[config.mk]
export PLATFORM = sky130hd
export DESIGN_NAME = fetch_stage_flat
export DESIGN_NICKNAME = d
export VERILOG_FILES = /design/src/rtl/fetch_stage_if.sv /design/src/rtl/fetch_stage.sv /design/src/flat_wrapper.sv
export SDC_FILE = /design/constraint.sdc
export NUM_CORES = 1
export LEC_CHECK = 0
export CAP_MARGIN = 20
export CORE_MARGIN = 3
export CORE_UTILIZATION = 40
export CTS_CLUSTER_SIZE = 8
export DETAILED_ROUTE_END_ITERATION = 8
export DONT_BUFFER_PORTS = 1
export GPL_TIMING_DRIVEN = 0
export PLACE_DENSITY = 0.55
export SLEW_MARGIN = 20
export SYNTH_ARGS = -nofsm -noshare
export SYNTH_HDL_FRONTEND = slang
export SYNTH_SLANG_ARGS = --single-unit
[constraint.sdc]
create_clock -name clock -period 1.8 [get_ports clock]
set_input_delay 0.27 -clock clock [delete_from_list [all_inputs] [get_ports clock]]
set_output_delay 0.27 -clock clock [all_outputs]
set_load 0.05 [all_outputs]
[src/rtl/fetch_stage_if.sv]
// Fetch stage bus: execute-side controls, imem port, F/D latch outputs.
// master = surrounding pipeline, slave = fetch_stage.
interface fetch_stage_if;
  logic        stall;
  logic        redirect;
  logic [31:0] redirect_pc;
  logic        halt_req;
  logic [31:0] imem_data;
  logic [11:0] imem_addr;
  logic [31:0] pc;
  logic [31:0] fd_pc;
  logic [31:0] fd_ir;
  logic        fd_valid;
  logic        dx_flush;
  logic [1:0]  state;
  logic [15:0] redirect_count;
  logic [15:0] stall_count;

  modport slave (
    input  stall, redirect, redirect_pc,
    input  halt_req, imem_data,
    output imem_addr, pc, fd_pc, fd_ir,
    output fd_valid, dx_flush, state,
    output redirect_count, stall_count
  );

  modport master (
    output stall, redirect, redirect_pc,
    output halt_req, imem_data,
    input  imem_addr, pc, fd_pc, fd_ir,
    input  fd_valid, dx_flush, state,
    input  redirect_count, stall_count
  );
endinterface

[src/rtl/fetch_stage.sv]
// Instruction fetch stage: PC, F/D latch, BOOT/RUN/HALT FSM, counters.
// Ports: clock, reset_n (async low), bus (fetch_stage_if.slave).
module fetch_stage (
  input  logic clock,
  input  logic reset_n,
  fetch_stage_if.slave bus
);

  typedef enum logic [1:0] {
    BOOT = 2'b00,
    RUN  = 2'b01,
    HALT = 2'b10
  } state_e;

  state_e      state_q;
  logic [31:0] pc_q;
  logic [31:0] fd_pc_q;
  logic [31:0] fd_ir_q;
  logic        fd_valid_q;
  logic [15:0] rc_q;
  logic [15:0] sc_q;
  logic [31:0] pc_inc;

  assign pc_inc = pc_q + 32'd1;

  assign bus.imem_addr      = pc_q[11:0];
  assign bus.pc             = pc_q;
  assign bus.fd_pc          = fd_pc_q;
  assign bus.fd_ir          = fd_ir_q;
  assign bus.fd_valid       = fd_valid_q;
  assign bus.state          = state_q;
  assign bus.redirect_count = rc_q;
  assign bus.stall_count    = sc_q;
  // Kill D/X in the same cycle the redirect is seen.
  assign bus.dx_flush = bus.redirect &&
                        (state_q == RUN);

  always_ff @(posedge clock or negedge reset_n) begin
    if (!reset_n) begin
      state_q    <= BOOT;
      pc_q       <= '0;
      fd_pc_q    <= '0;
      fd_ir_q    <= '0;
      fd_valid_q <= 1'b0;
      rc_q       <= '0;
      sc_q       <= '0;
    end else begin
      unique case (state_q)
        BOOT: state_q <= RUN;
        RUN: begin
          if (bus.redirect) begin
            pc_q       <= bus.redirect_pc;
            fd_pc_q    <= '0;
            fd_ir_q    <= '0;
            fd_valid_q <= 1'b0;
            if (rc_q != 16'hFFFF)
              rc_q <= rc_q + 16'd1;
          end else if (bus.halt_req) begin
            state_q    <= HALT;
            fd_ir_q    <= '0;
            fd_valid_q <= 1'b0;
          end else if (bus.stall) begin
            if (sc_q != 16'hFFFF)
              sc_q <= sc_q + 16'd1;
          end else begin
            pc_q       <= pc_inc;
            fd_pc_q    <= pc_inc;
            fd_ir_q    <= bus.imem_data;
            fd_valid_q <= 1'b1;
          end
        end
        HALT: state_q <= HALT;
        default: state_q <= BOOT;
      endcase
    end
  end

endmodule

[src/flat_wrapper.sv]
// flat-port wrapper written by rule: the top's interface ports become plain ports
module fetch_stage_flat 
  (clock, reset_n, bus_stall, bus_redirect, bus_redirect_pc, bus_halt_req, bus_imem_data, bus_imem_addr, bus_pc, bus_fd_pc, bus_fd_ir, bus_fd_valid, bus_dx_flush, bus_state, bus_redirect_count, bus_stall_count);
  fetch_stage_if bus_i ();
  input  logic clock;
  input  logic reset_n;
  input wire logic [$bits(bus_i.stall)-1:0] bus_stall;
  input wire logic [$bits(bus_i.redirect)-1:0] bus_redirect;
  input wire logic [$bits(bus_i.redirect_pc)-1:0] bus_redirect_pc;
  input wire logic [$bits(bus_i.halt_req)-1:0] bus_halt_req;
  input wire logic [$bits(bus_i.imem_data)-1:0] bus_imem_data;
  output wire logic [$bits(bus_i.imem_addr)-1:0] bus_imem_addr;
  output wire logic [$bits(bus_i.pc)-1:0] bus_pc;
  output wire logic [$bits(bus_i.fd_pc)-1:0] bus_fd_pc;
  output wire logic [$bits(bus_i.fd_ir)-1:0] bus_fd_ir;
  output wire logic [$bits(bus_i.fd_valid)-1:0] bus_fd_valid;
  output wire logic [$bits(bus_i.dx_flush)-1:0] bus_dx_flush;
  output wire logic [$bits(bus_i.state)-1:0] bus_state;
  output wire logic [$bits(bus_i.redirect_count)-1:0] bus_redirect_count;
  output wire logic [$bits(bus_i.stall_count)-1:0] bus_stall_count;
  assign bus_i.stall = bus_stall;
  assign bus_i.redirect = bus_redirect;
  assign bus_i.redirect_pc = bus_redirect_pc;
  assign bus_i.halt_req = bus_halt_req;
  assign bus_i.imem_data = bus_imem_data;
  assign bus_imem_addr = bus_i.imem_addr;
  assign bus_pc = bus_i.pc;
  assign bus_fd_pc = bus_i.fd_pc;
  assign bus_fd_ir = bus_i.fd_ir;
  assign bus_fd_valid = bus_i.fd_valid;
  assign bus_dx_flush = bus_i.dx_flush;
  assign bus_state = bus_i.state;
  assign bus_redirect_count = bus_i.redirect_count;
  assign bus_stall_count = bus_i.stall_count;
  fetch_stage u_core (.clock(clock), .reset_n(reset_n), .bus(bus_i));
endmodule
==> metrics.csv <==
stage;metric;value;unit
status;outcome;complete, but fails checks;
status;failed_checks;hold timing, setup timing;
run;max_cap_violations;0;
drt;wl_per_cell;21.0;um
clock_network;cts_hold_buffers;45;
timing;timing.final.max_slew_violations;0;
floorplan;die-height;133;um
critical_path;critical_path.max_fanout;4;
power;power.density;2060;nW/um^2
critical_path;cpMostUsedCell;sky130_fd_sc_hd__buf_6;
finish;finalCoreUtilization;61.2;%
timing;timing.fmax;472;MHz
min_path;worst_hold_path_type;in2async;
timing;max_slew.worst_pin.slew;0.734;ns
drt;via_count;5604;
finish;antenna_cells;0;
floorplan;core;15500;sq um
drt;antenna_left;0;
floorplan;start_util;41.6;%
finish;design_area;9510;sq um
global_route;maximum_number_of_pins_on_one_net_before_global_route_repair;132;
critical_path;regToRegSetupSlack;-0.32;ns
global_route;globalRouteMet2Util;35.7;%
drt;drt-total-wl;20900;um
timing;final_critical_path_setup_slack;-0.317;ns
timing;period_needed;2.12;ns
global_route;grt_pass1_wl;30800;um
critical_path;cp.required;2.08;ns
logic_synthesis;synth-main-ff-cell;sky130_fd_sc_hd__dfrtp_1;
critical_path;cp_num_buf_inv;3;
timing;timing.final.setup_violations;76;
place;numPortBuffers;0;
timing;final_min_period_over_clock_period;118;%
global_route;globalRoute.busiestLayer;met2;
clock_network;clkTransAtPathRegs;0.06;ns
timing;fin_skew;0.00632;ns
clock_network;clock-root-buffer;sky130_fd_sc_hd__clkbuf_16;
drt;violation_count_after_the_first_detailed_routing_iteration;294;
logic_synthesis;async_reset_ff_share;100;%
logic_synthesis;cell_count_after_synthesis;630;
clock_network;cts_buffers;17;
critical_path;timing.critical_path.slowest_stage_cell;sky130_fd_sc_hd__dfrtp_2;
drt;post_drt_via_cell_ratio;5.63;
logic_synthesis;edff_count_synth;0;
place;gp_congestion;0.798;
clock_network;insertion_delay;0.41;ns
power;power.total;19.6;mW
floorplan;floorplan.die_area;17700;sq um
logic_synthesis;synth_cell_type_count;51;
power;irDropWorstVdd;845;uV
drt;detail_route.first_pass.iterations;4;
logic_synthesis;ys_seq_elements;131;
logic_synthesis;syn-num-nets;704;
global_route;antenna_found_initial;0;
clock_network;tritoncts;yes;
global_route;gr-usage-met1;27.2;%
critical_path;setup.worst_path.end_class;flip-flop;
critical_path;worst_setup_path_start_kind;flip-flop;
critical_path;timing.critical_path.arrival;2.40;ns
global_route;grt_pass1_vias;5448;
timing;timing.hold.ws;-0.445;ns
finish;num-nets-final;845;
clock_network;h-tree-depth;4;
floorplan;boundaryPins;213;
logic_synthesis;yosysSeqAreaShare;50.7;%
finish;fillerInstances;1275;
global_route;grt.total_usage;22.2;%
floorplan;dieWidth;133;um
logic_synthesis;ys.warnings.count;0;
critical_path;series_of_cell_instances_along_the_critical_path;buf_6 > nand4_1 > buf_6 > or2_1 > buf_6 > nor4_4 > mux2i_1 > o21ai_1;
critical_path;worst-setup-path-type;reg2reg;
clock_network;cts.sinks;131;
global_route;grt_util_met3;8.95;%
finish;layout-drive-gt1-share;41.3;%
finish;commonest_cells_after_routing_fill_and_taps_aside;75 x sky130_fd_sc_hd__dfrtp_1, 68 x sky130_fd_sc_hd__buf_4, 60 x sky130_fd_sc_hd__nand2_1, 48 x sky130_fd_sc_hd__dfrtp_2, 45 x sky130_fd_sc_hd__dlygate4sd3_1;
critical_path;timing.critical_path.max_delay_family;simple AND/OR/NAND/NOR gates;
floorplan;std_cell_rows;45;
critical_path;delay_of_the_slowest_critical_path_stage;0.54;ns
logic_synthesis;synth.cell_area;6470;sq um
place;detailed_place.area;6990;sq um
finish;leading_cell_type_in_the_layout_fill_and_taps_excluded;sky130_fd_sc_hd__dfrtp_1;
timing;report.final.hold_viol_count;131;
global_route;gr-total-overflow;0;
place;hpwl;13200;um
clock_network;clock_path_buffers;2;
power;p_leak;4.13;nW
finish;area_delta_synth_final;47.0;%
drt;detail_route.drc_violations;0;
timing;rsz0062_at_grt;yes;
timing;maxSlewHeadroom;51.1;%
logic_synthesis;average_footprint_of_a_synthesized_cell;10.3;sq um
==> logic make-up (layout without fill, tap and decap cells) <==
kind of cell / count (synthesis) / after routing / synth area share [%]
and+or+nand+nor: 217 / 217 / 17.9
AOI/OAI and AO/OA: 141 / 141 / 15.2
DFF: 131 / 131 / 50.7
buffers and inverters: 61 / 215 / 4.64
xor gates and xnor gates: 54 / 54 / 7.31
muxes: 21 / 21 / 3.31
adders and majority gates: 5 / 5 / 0.967
==> routing by layer <==
metal / up-vias / part of all wire (%)
li1: 2555 / -
met1: 2780 / 40
met2: 236 / 49
met3: 33 / 9.5
met4: 0 / 2.1
met5: - / 0
==> registers in the layout, summed over array words and instances (netlist names) <==
name,cells
u_core.bus.stall_count,16
u_core.bus.fd_pc,32
u_core.bus.pc,32
u_core.bus.state,2
u_core.bus.redirect_count,16
u_core.bus.fd_valid,1
u_core.bus.fd_ir,32
==> power by group <==
part | internal [mW] | switching, mW
sequential | 3.90 | 4.49
clock | 2.06 | 1.39
combinational | 3.63 | 4.16
==> cell type report <==
cell class                 instances  area (sq um)  share of cell area (%)
clock buffer                      18           429                    4.51
timing repair buffer             123          1180                    12.4
sequential                       131          3370                    35.4
tap                              211           264                    2.78
buffer                            52           505                    5.31
inverter                           8          37.5                   0.395
clock inverter                    14           154                    1.62
multi-input combinational        438          3580                    37.6
==> stage by stage <==
| step | TNS (ns) | worst slack [ns] | cells |
|---|---|---|---|
| 2_1_floorplan | -1.73 | -0.182 | 630 |
| 3_3_place_gp | -26.37 | -0.381 | 841 |
| 3_5_place_dp | -29.47 | -0.406 | 841 |
| 4_1_cts | -5.20 | -0.253 | 957 |
| 5_1_grt | -14.07 | -0.416 | 995 |
| 6_report | -8.17 | -0.317 | 995 |
==> final timing paths <==
kind                                                        start                                     end  cells after the start
max in group asynchronous                                 reset_n   u_core.bus.stall_count[0]$_DFFE_PN0P_                      0
setup reg to reg                     u_core.bus.pc[2]$_DFFE_PN0P_           u_core.bus.pc[29]$_DFFE_PN0P_                      8
hold reg to reg            u_core.bus.stall_count[15]$_DFFE_PN0P_  u_core.bus.stall_count[15]$_DFFE_PN0P_                      1
setup / recovery                     u_core.bus.pc[2]$_DFFE_PN0P_           u_core.bus.pc[29]$_DFFE_PN0P_                      8
min in group clock                             bus_redirect_pc[9]            u_core.bus.pc[9]$_DFFE_PN0P_                      2
hold / removal                                            reset_n        u_core.bus.fd_pc[17]$_DFFE_PN0P_                      0
==> synthesized netlist by cell type (all sizes together), types with 13 or more instances <==
master / instances / area share, %
nand3: 28 / 2.4
a22oi: 23 / 2.7
o21ai: 43 / 3.3
a22o: 33 / 4.5
nand2: 66 / 3.8
mux2i: 18 / 2.8
o31ai: 13 / 1.6
nor2: 42 / 2.4
dfrtp: 131 / 51
clkbuf: 23 / 1.3
xnor2: 35 / 4.7
buf: 30 / 2.8
a21oi: 14 / 1.1
nand4: 17 / 1.6
nor3: 13 / 1.2
xor2: 19 / 2.6
==> timing repair <==
action                                 4_1_cts  5_1_grt
resized for setup                          105      148
pin swaps                                   17       56
gates cloned                                 1        3
setup buffers                               38       37
setup endpoints to repair                  122      111
endpoints found under the hold margin      176      131
==> worst reg2reg max path, cell delays in order (launching register included) <==
cell	delay, ns
sky130_fd_sc_hd__dfrtp_2	0.54
sky130_fd_sc_hd__buf_6	0.15
sky130_fd_sc_hd__nand4_1	0.10
sky130_fd_sc_hd__buf_6	0.17
sky130_fd_sc_hd__or2_1	0.21
sky130_fd_sc_hd__buf_6	0.14
sky130_fd_sc_hd__nor4_4	0.35
sky130_fd_sc_hd__mux2i_1	0.24
sky130_fd_sc_hd__o21ai_1	0.08
Note: power is estimated with default switching activity, not from simulation.
